[config.mk]
export PLATFORM = sky130hd
export DESIGN_NAME = mult_div_unit
export DESIGN_NICKNAME = d
export VERILOG_FILES = /design/src/rtl/mult_div_unit.sv
export SDC_FILE = /design/constraint.sdc
export NUM_CORES = 1
export LEC_CHECK = 0
export CAP_MARGIN = 20
export CORE_MARGIN = 2
export CORE_UTILIZATION = 50
export CTS_CLUSTER_SIZE = 14
export DETAILED_ROUTE_END_ITERATION = 12
export GPL_TIMING_DRIVEN = 0
export PLACE_DENSITY_LB_ADDON = 0.12
export SETUP_SLACK_MARGIN = 0.1
export SLEW_MARGIN = 15
export SYNTH_ARGS = -nofsm -noshare
export SYNTH_HDL_FRONTEND = slang
export SYNTH_SLANG_ARGS = --single-unit
export TNS_END_PERCENT = 1
[constraint.sdc]
create_clock -name clk -period 3.8 [get_ports clk]
set_input_delay 0.38 -clock clk [delete_from_list [all_inputs] [get_ports clk]]
set_output_delay 0.38 -clock clk [all_outputs]
set_load 0.005 [all_outputs]
[src/rtl/mult_div_unit.sv]
// mult_div_unit: iterative multiply/divide unit that holds the architectural HI/LO registers.
// MULT/MULTU use a shift-add multiplier and DIV/DIVU use a restoring divider.
// Each operation takes WIDTH iterations plus one sign-fix edge.
// MTHI/MTLO writes are accepted only while the unit is idle.
module mult_div_unit #(
    parameter int WIDTH = 32
) (
    input  logic             clk,
    input  logic             rst,
    input  logic             start,
    input  logic [1:0]       op,
    input  logic [WIDTH-1:0] a,
    input  logic [WIDTH-1:0] b,
    input  logic             hi_we,
    input  logic             lo_we,
    input  logic [WIDTH-1:0] wd,
    output logic [WIDTH-1:0] hi,
    output logic [WIDTH-1:0] lo,
    output logic             busy,
    output logic             done
);

    localparam int CW = (WIDTH > 1) ? $clog2(WIDTH) : 1;

    typedef enum logic [1:0] {
        IDLE = 2'd0,
        CALC = 2'd1,
        FIX  = 2'd2
    } state_e;

    state_e             state_q, state_d;
    logic [CW-1:0]      cnt_q, cnt_d;
    logic               div_q, div_d;       // 1: divide, 0: multiply
    logic               dz_q, dz_d;         // divide by zero
    logic               neg_q, neg_d;       // product / quotient sign flip
    logic               sign_a_q, sign_a_d; // remainder takes sign of a
    logic [WIDTH-1:0]   opnd_q, opnd_d;     // multiplicand or divisor magnitude
    logic [WIDTH-1:0]   a_raw_q, a_raw_d;   // raw a, returned in HI on divide by zero
    logic [2*WIDTH-1:0] acc_q, acc_d;       // product, or {remainder, dividend/quotient}
    logic [WIDTH-1:0]   hi_q, hi_d;
    logic [WIDTH-1:0]   lo_q, lo_d;
    logic               done_q, done_d;

    // Operand conditioning and per-iteration arithmetic
    logic               is_signed;
    logic [WIDTH-1:0]   abs_a, abs_b;
    logic [WIDTH:0]     mul_sum;
    logic [WIDTH:0]     div_trial;
    logic [2*WIDTH-1:0] fix_prod;
    logic [WIDTH-1:0]   fix_quot, fix_rem;

    // Datapath helpers shared by the accept, iterate and fix steps
    always_comb begin
        is_signed = ~op[0];
        abs_a     = (is_signed && a[WIDTH-1]) ? (~a + 1'b1) : a;
        abs_b     = (is_signed && b[WIDTH-1]) ? (~b + 1'b1) : b;
        // Multiply step: conditionally add the multiplicand into the upper half
        mul_sum   = {1'b0, acc_q[2*WIDTH-1:WIDTH]} + (acc_q[0] ? {1'b0, opnd_q} : '0);
        // Divide step: partial remainder shifted left with the next dividend bit, minus divisor.
        // The top bit of the trial result is set exactly when the trial went negative.
        div_trial = acc_q[2*WIDTH-1:WIDTH-1] - {1'b0, opnd_q};
        fix_prod  = neg_q ? (~acc_q + 1'b1) : acc_q;
        fix_quot  = neg_q ? (~acc_q[WIDTH-1:0] + 1'b1) : acc_q[WIDTH-1:0];
        fix_rem   = sign_a_q ? (~acc_q[2*WIDTH-1:WIDTH] + 1'b1) : acc_q[2*WIDTH-1:WIDTH];
    end

    // Next-state and datapath update; every target is defaulted to hold first
    // NOTE: defaulting every variable at the top of the block prevents latch inference.
    always_comb begin
        state_d  = state_q;
        cnt_d    = cnt_q;
        div_d    = div_q;
        dz_d     = dz_q;
        neg_d    = neg_q;
        sign_a_d = sign_a_q;
        opnd_d   = opnd_q;
        a_raw_d  = a_raw_q;
        acc_d    = acc_q;
        hi_d     = hi_q;
        lo_d     = lo_q;
        done_d   = 1'b0;

        case (state_q)
            IDLE: begin
                if (hi_we) hi_d = wd;
                if (lo_we) lo_d = wd;
                if (start) begin
                    state_d  = CALC;
                    cnt_d    = '0;
                    div_d    = op[1];
                    dz_d     = op[1] && (b == '0);
                    neg_d    = is_signed && (a[WIDTH-1] ^ b[WIDTH-1]);
                    sign_a_d = is_signed && a[WIDTH-1];
                    a_raw_d  = a;
                    if (op[1]) begin
                        acc_d  = {{WIDTH{1'b0}}, abs_a};
                        opnd_d = abs_b;
                    end else begin
                        acc_d  = {{WIDTH{1'b0}}, abs_b};
                        opnd_d = abs_a;
                    end
                end
            end

            CALC: begin
                if (div_q) begin
                    if (!div_trial[WIDTH]) begin
                        acc_d = {div_trial[WIDTH-1:0], acc_q[WIDTH-2:0], 1'b1};
                    end else begin
                        acc_d = {acc_q[2*WIDTH-2:0], 1'b0};
                    end
                end else begin
                    acc_d = {mul_sum, acc_q[WIDTH-1:1]};
                end
                cnt_d = cnt_q + 1'b1;
                if (cnt_q == CW'(WIDTH - 1)) state_d = FIX;
            end

            FIX: begin
                if (div_q) begin
                    if (dz_q) begin
                        lo_d = '1;
                        hi_d = a_raw_q;
                    end else begin
                        lo_d = fix_quot;
                        hi_d = fix_rem;
                    end
                end else begin
                    hi_d = fix_prod[2*WIDTH-1:WIDTH];
                    lo_d = fix_prod[WIDTH-1:0];
                end
                done_d  = 1'b1;
                state_d = IDLE;
            end

            default: state_d = IDLE;
        endcase
    end

    // State register; an asynchronous reset aborts any running operation
    // NOTE: sequential state uses non-blocking assignments so all registers update together.
    always_ff @(posedge clk or negedge rst) begin
        if (!rst) begin
            state_q  <= IDLE;
            cnt_q    <= '0;
            div_q    <= 1'b0;
            dz_q     <= 1'b0;
            neg_q    <= 1'b0;
            sign_a_q <= 1'b0;
            opnd_q   <= '0;
            a_raw_q  <= '0;
            acc_q    <= '0;
            hi_q     <= '0;
            lo_q     <= '0;
            done_q   <= 1'b0;
        end else begin
            state_q  <= state_d;
            cnt_q    <= cnt_d;
            div_q    <= div_d;
            dz_q     <= dz_d;
            neg_q    <= neg_d;
            sign_a_q <= sign_a_d;
            opnd_q   <= opnd_d;
            a_raw_q  <= a_raw_d;
            acc_q    <= acc_d;
            hi_q     <= hi_d;
            lo_q     <= lo_d;
            done_q   <= done_d;
        end
    end

    assign hi   = hi_q;
    assign lo   = lo_q;
    assign busy = (state_q != IDLE);
    assign done = done_q;

endmodule

## Word level (Yosys, flattened, before mapping)

Index checks and enable logic that the tools add are counted.

- Register bits: 204
- Bits of input ports: 103
- Output and inout bits: 66
- Word-level logic and storage cells: 74

- Add/subtract/negate cells: 8
- Equality and inequality tests: 7
- Muxes and demuxes: 26
- Bitwise gates (word level): 7
- Reduce and logical (&&, ||, !) cells: 14

Operators with widths:

| kind | number |
|---|---|
| 2-to-1 mux 32 bit | 13 |
| 2-to-1 mux 64 bit | 4 |
| adder 32 x 1 -> 32 bit (second input constant) | 4 |
| NOT 32 bit | 4 |
| case mux 32 bit (2 select lines) | 2 |
| case mux 64 bit (2 select lines) | 1 |
| adder 64 x 1 -> 64 bit (second input constant) | 1 |
| NOT 64 bit | 1 |
| adder 32 x 32 -> 33 bit | 1 |
| subtractor 33 x 32 -> 33 bit | 1 |
| logical NOT 32 bit | 1 |
| case mux 5 bit (2 select lines) | 1 |
| AND reduction 2 bit | 5 |
| inequality test 2 bit (second input constant) | 4 |
| nonzero test 2 bit | 3 |
| adder 5 x 1 -> 5 bit (second input constant) | 1 |
| == test 5 bit (second input constant) | 1 |
| 2-to-1 mux 5 bit | 1 |
| logical AND 1 bit | 4 |
| 2-to-1 mux 2 bit | 2 |
| case mux 2 bit (2 select lines) | 1 |
| == test 2 x 1 -> 1 bit (second input constant) | 1 |
| == test 2 bit (second input constant) | 1 |
| logical NOT 2 bit | 1 |
| other kinds (3) | 3 |

## Logic depth before layout (Yosys ltp)

- Word-level depth: 6
- Depth in mapped cells: 14
- Gate-level depth less buffers: 13

## Least setup slack after synthesis

No wires, ideal clock.

- Path kind: reg-to-reg
- Start point: reg acc_q[0]
- End point: reg hi_q[28], in the netlist hi[28]
- Library setup time: 126 ps
- Data arrival time: 3,321 ps
- Data required time: 3,674 ps
- Path slack: 353 ps
- Cell stages (with the launch flop): 14
- Path buffers: 2
- Clock period less this slack: 3,447 ps
- Path through: dfrtp_1 -> inv_1 -> clkbuf_1 -> ha_1 -> or3b_1 -> or4_1 -> or4_1 -> clkbuf_1 -> nor2_1 -> nand2_1 -> o21ai_1 -> xor2_1 -> mux2i_1 -> a221o_1

- Word-level cells in the longest chain between the ends: 5

Ends and longest elaborated chain:

| element | line | RTL |
|---|---|---|
| start, declared | 39 | `logic [2*WIDTH-1:0] acc_q, acc_d;` |
| start signal, assigned | 152 | `acc_q <= '0;` |
| start signal, assigned | 165 | `acc_q <= acc_d;` |
| NOT 64 bit | 62 | `fix_prod = neg_q ? (~acc_q + 1'b1) : acc_q;` |
| adder 64 x 1 -> 64 bit | 62 |  |
| 2-to-1 mux 64 bit | 62 |  |
| 2-to-1 mux 32 bit | 120 | `if (div_q) begin` |
| case mux 32 bit (2 select lines) | 83 | `case (state_q)` |
| end signal, assigned | 166 | `hi_q <= hi_d;` |
| end, declared | 40 | `logic [WIDTH-1:0] hi_q, hi_d;` |

No other way between the ends.
A chain may end at the register's enable or synchronous reset.

## Worst setup path after layout

Ends and elaborated chain as after synthesis.

==> results.cfg <==
[timing]
period_needed_ns = 3.99
finalMaxSlewViolations = 0
worst_pin_slew_ns = 1.02
hold_viol = 0
timing.fmax_mhz = 251
rsz0062_at_grt = true
skew_ns = 0.0199
hold_ws_ns = 0.341
finalCritPeriodShare_pct = 105
setup_slack_ns = -0.187
relSlewSlack_pct = 31.8
finalSetupViolCount = 4

[detailed_routing]
drt_iter0_drc = 2381
routedWlPerCell_um = 25.8
first_pass_iters = 6
ant_nets = 0
routed_via_density = 6.57
drc = 0
wirelength_mm = 73.8
via_count = 18800

[min_path]
hold_path_depth = 3
hold_path_class = input port to flop

[floorplanning]
pin_count = 169
die_width_um = 188
initial_utilization_pct = 50.6
core_um2 = 33400
dieHeight_um = 188
rows = 67
die_area_um2 = 35200

[pwr]
p_comb_share_pct = 66.7
pwr_density_cell_nw_per_um2 = 1030
p_total_uw = 20700
clockPowerShare_pct = 11.4
peakVddDrop_mv = 0.555
p_switching_uw = 10800
cell_internal_pwr_uw = 9910
p_sw_share_pct = 52.2
p_leak_uw = 0.00829
pwr-share-seq_pct = 21.9

[outcome]
run_status = finished with violations
violations = setup timing

[finish]
register_area_um2 = 5110
final_cell_mix = nand2_1, o21ai_0, dfrtp_1
multiInputGateArea_um2 = 11100
final_common_cell = nand2_1
nNetsFinal = 2566
fill_cells = 3167
fin_cells = 2856
layout-drive-gt1-share_pct = 4.40
diodes = 0
area_growth_pct = 19.3
final_util_pct = 60.3

[synthesis]
yosys.cell_types.count = 77
synth_seq_area_share_pct = 30.2
ys_top_cells_by_area = dfrtp_1, nand2_1, o21ai_0
ys.flop_type = dfrtp_1
ys_warn_count = 0
synth-async-reset-ratio_pct = 100
synth_edf_count = 0
syn_nets = 2363
yosysTopAreaCell = dfrtp_1
syn_avg_cell_area_um2 = 7.71
synthesis.area_um2 = 16900
ys_ff_latch = 204
synth_top_area_share_pct = 30.2
synth_cells = 2188

[placed_design]
dp_hpwl_mm = 58.8
place_inst = 2804
gp_congestion = 1.01
io_buffer_count = 166
place_ws_ns = -0.984

[clock_tree]
clock_path_buffers = 3
insertion_delay_ns = 0.55
numCtsBuffers = 25
clkTransAtPathRegs_ns = 0.06
cts_root_buffer = clkbuf_16
cts_sinks = 204
cts_tree = done
htree_levels = 1

[global_route]
track_usage_pct = 40.9
grt_max_degree = 71
antenna_found_initial = 0
first_global_vias = 17500
grt_pass1_wl_mm = 110
grt.overflow.total = 0

[setup_path]
worstPathRequired_ns = 4.22
cp_cell_sequence = inv_4 > clkbuf_8 > ha_1 > or3b_1 > or4_4 > or4_1 > clkbuf_1 > nor2_1 > nand2_2 > o21ai_2 > xor2_1 > mux2i_1 > a221o_1
r2r_cells = 13
path_max_fanout = 10
critical_path_class = flop to flop
critPathMaxStageDelay_ns = 0.56
cp-end-kind = flop
startpoint_type = flop
arrival_ns = 4.41
crit_path_top_delay_cell = or4_4

[run]
maxCapViolations = 0
[logic make-up after synthesis]
| kind of cell | count (synthesis) | share of synthesized area, % |
|---|---|---|
| and+or+nand+nor | 754 | 20.5 |
| xor gates and xnor gates | 190 | 9.90 |
| adders and majority gates | 72 | 5.43 |
| buffers and inverters | 208 | 4.76 |
| AOI/OAI and AO/OA | 706 | 25.9 |
| muxes | 54 | 3.24 |
| DFF | 204 | 30.2 |
[power groups by stage]
| stage | Sequential (uW) | Combinational [uW] | Clock, uW |
|---|---|---|---|
| 4_1_cts | 4480 | 13400 | 2350 |
| 5_1_grt | 4610 | 14900 | 2430 |
| 3_5_place_dp | 4510 | 13100 | 0 |
| 3_3_place_gp | 4480 | 12900 | 0 |
| 6_report | 4550 | 13800 | 2360 |
| 2_1_floorplan | 4000 | 8830 | 0 |
[cell type report]
| class | instances | area share, % |
|---|---|---|
| plain buffers | 145 | 2.97 |
| clock buffers | 31 | 3.32 |
| clock inverters | 13 | 0.584 |
| inverters | 63 | 1.19 |
| multi-input cells | 1776 | 54.9 |
| flip-flops and latches | 204 | 25.4 |
| well taps | 448 | 2.78 |
| repair buffers | 176 | 8.86 |
[stage by stage]
stage | cell area, um2 | TNS [ns]
after global placement | 19100 | -1352.83
final | 20100 | -0.331
after global routing | 20100 | -1.93
after detailed placement | 19200 | -26.40
after CTS | 20100 | -0.335
after floorplan | 16900 | 0
[synth_stat cells, types with 10 or more instances]
cell	number
nand2_1	322
inv_1	62
a211oi_1	47
or3_1	26
o211ai_1	23
o221ai_1	13
a22oi_1	17
and3_1	22
o21ai_0	223
ha_1	70
dfrtp_1	204
o22ai_1	38
and2_1	14
a221o_1	14
nor2_1	182
xor2_1	90
nand2b_1	24
nor3_1	28
buf_1	10
a21o_1	22
clkbuf_1	129
nand4_1	18
nand3_1	39
a31oi_1	19
xnor2_1	99
o31ai_1	28
a221oi_1	11
or4_1	16
nor4_1	20
mux2i_1	49
a21oi_1	176
nor2b_1	16
[routing by layer]
| metal | share of wire (%) | vias to the layer above | GRT usage, % |
|---|---|---|---|
| met2 | 43 | 1267 | 61.8 |
| li1 | - | 8305 | - |
| met1 | 41 | 9009 | 56.8 |
| met5 | 0 | - | 0 |
| met4 | 4.5 | 0 | 15.5 |
| met3 | 12 | 196 | 9.77 |
[worst max-delay path, delay by kind of cell, from the launching register on]
kind,cells,cell delay (ns)
mux,1,0.14
simple gates,5,1.79
flops,1,0.50
compound gates,2,0.54
xor+xnor,1,0.16
buf+inv,3,0.53
fa+ha+maj,1,0.19
[registers in the layout (all words and copies together) (netlist names), 2 cells and up]
name / flops
cnt_q: 5
state_q: 2
lo: 32
acc_q: 64
a_raw_q: 32
opnd_q: 32
hi: 32
[final timing paths]
check	start	end	slack [ns]
setup / recovery	acc_q[0]$_DFFE_PN0P_	hi[28]$_DFFE_PN0P_	-0.19
hold / removal	a[14]	a_raw_q[14]$_DFFE_PN0P_	0.34
setup reg to reg	acc_q[0]$_DFFE_PN0P_	hi[28]$_DFFE_PN0P_	-0.19
hold reg to reg	lo[24]$_DFFE_PN0P_	lo[24]$_DFFE_PN0P_	0.48
max in group asynchronous	rst	acc_q[31]$_DFFE_PN0P_	2.26
min in group asynchronous	rst	lo[21]$_DFFE_PN0P_	0.40
[what timing repair did]
action / 4_1_cts / 5_1_grt
setup buffers: 1 / 6
hold buffers: 1 / 0
hold endpoints to repair: 68 / 0
pin swaps: 1 / 1
gates resized for setup: 27 / 12
gates cloned: 0 / 0
setup endpoints to repair: 73 / 61
(Power assumes the default switching activity.)
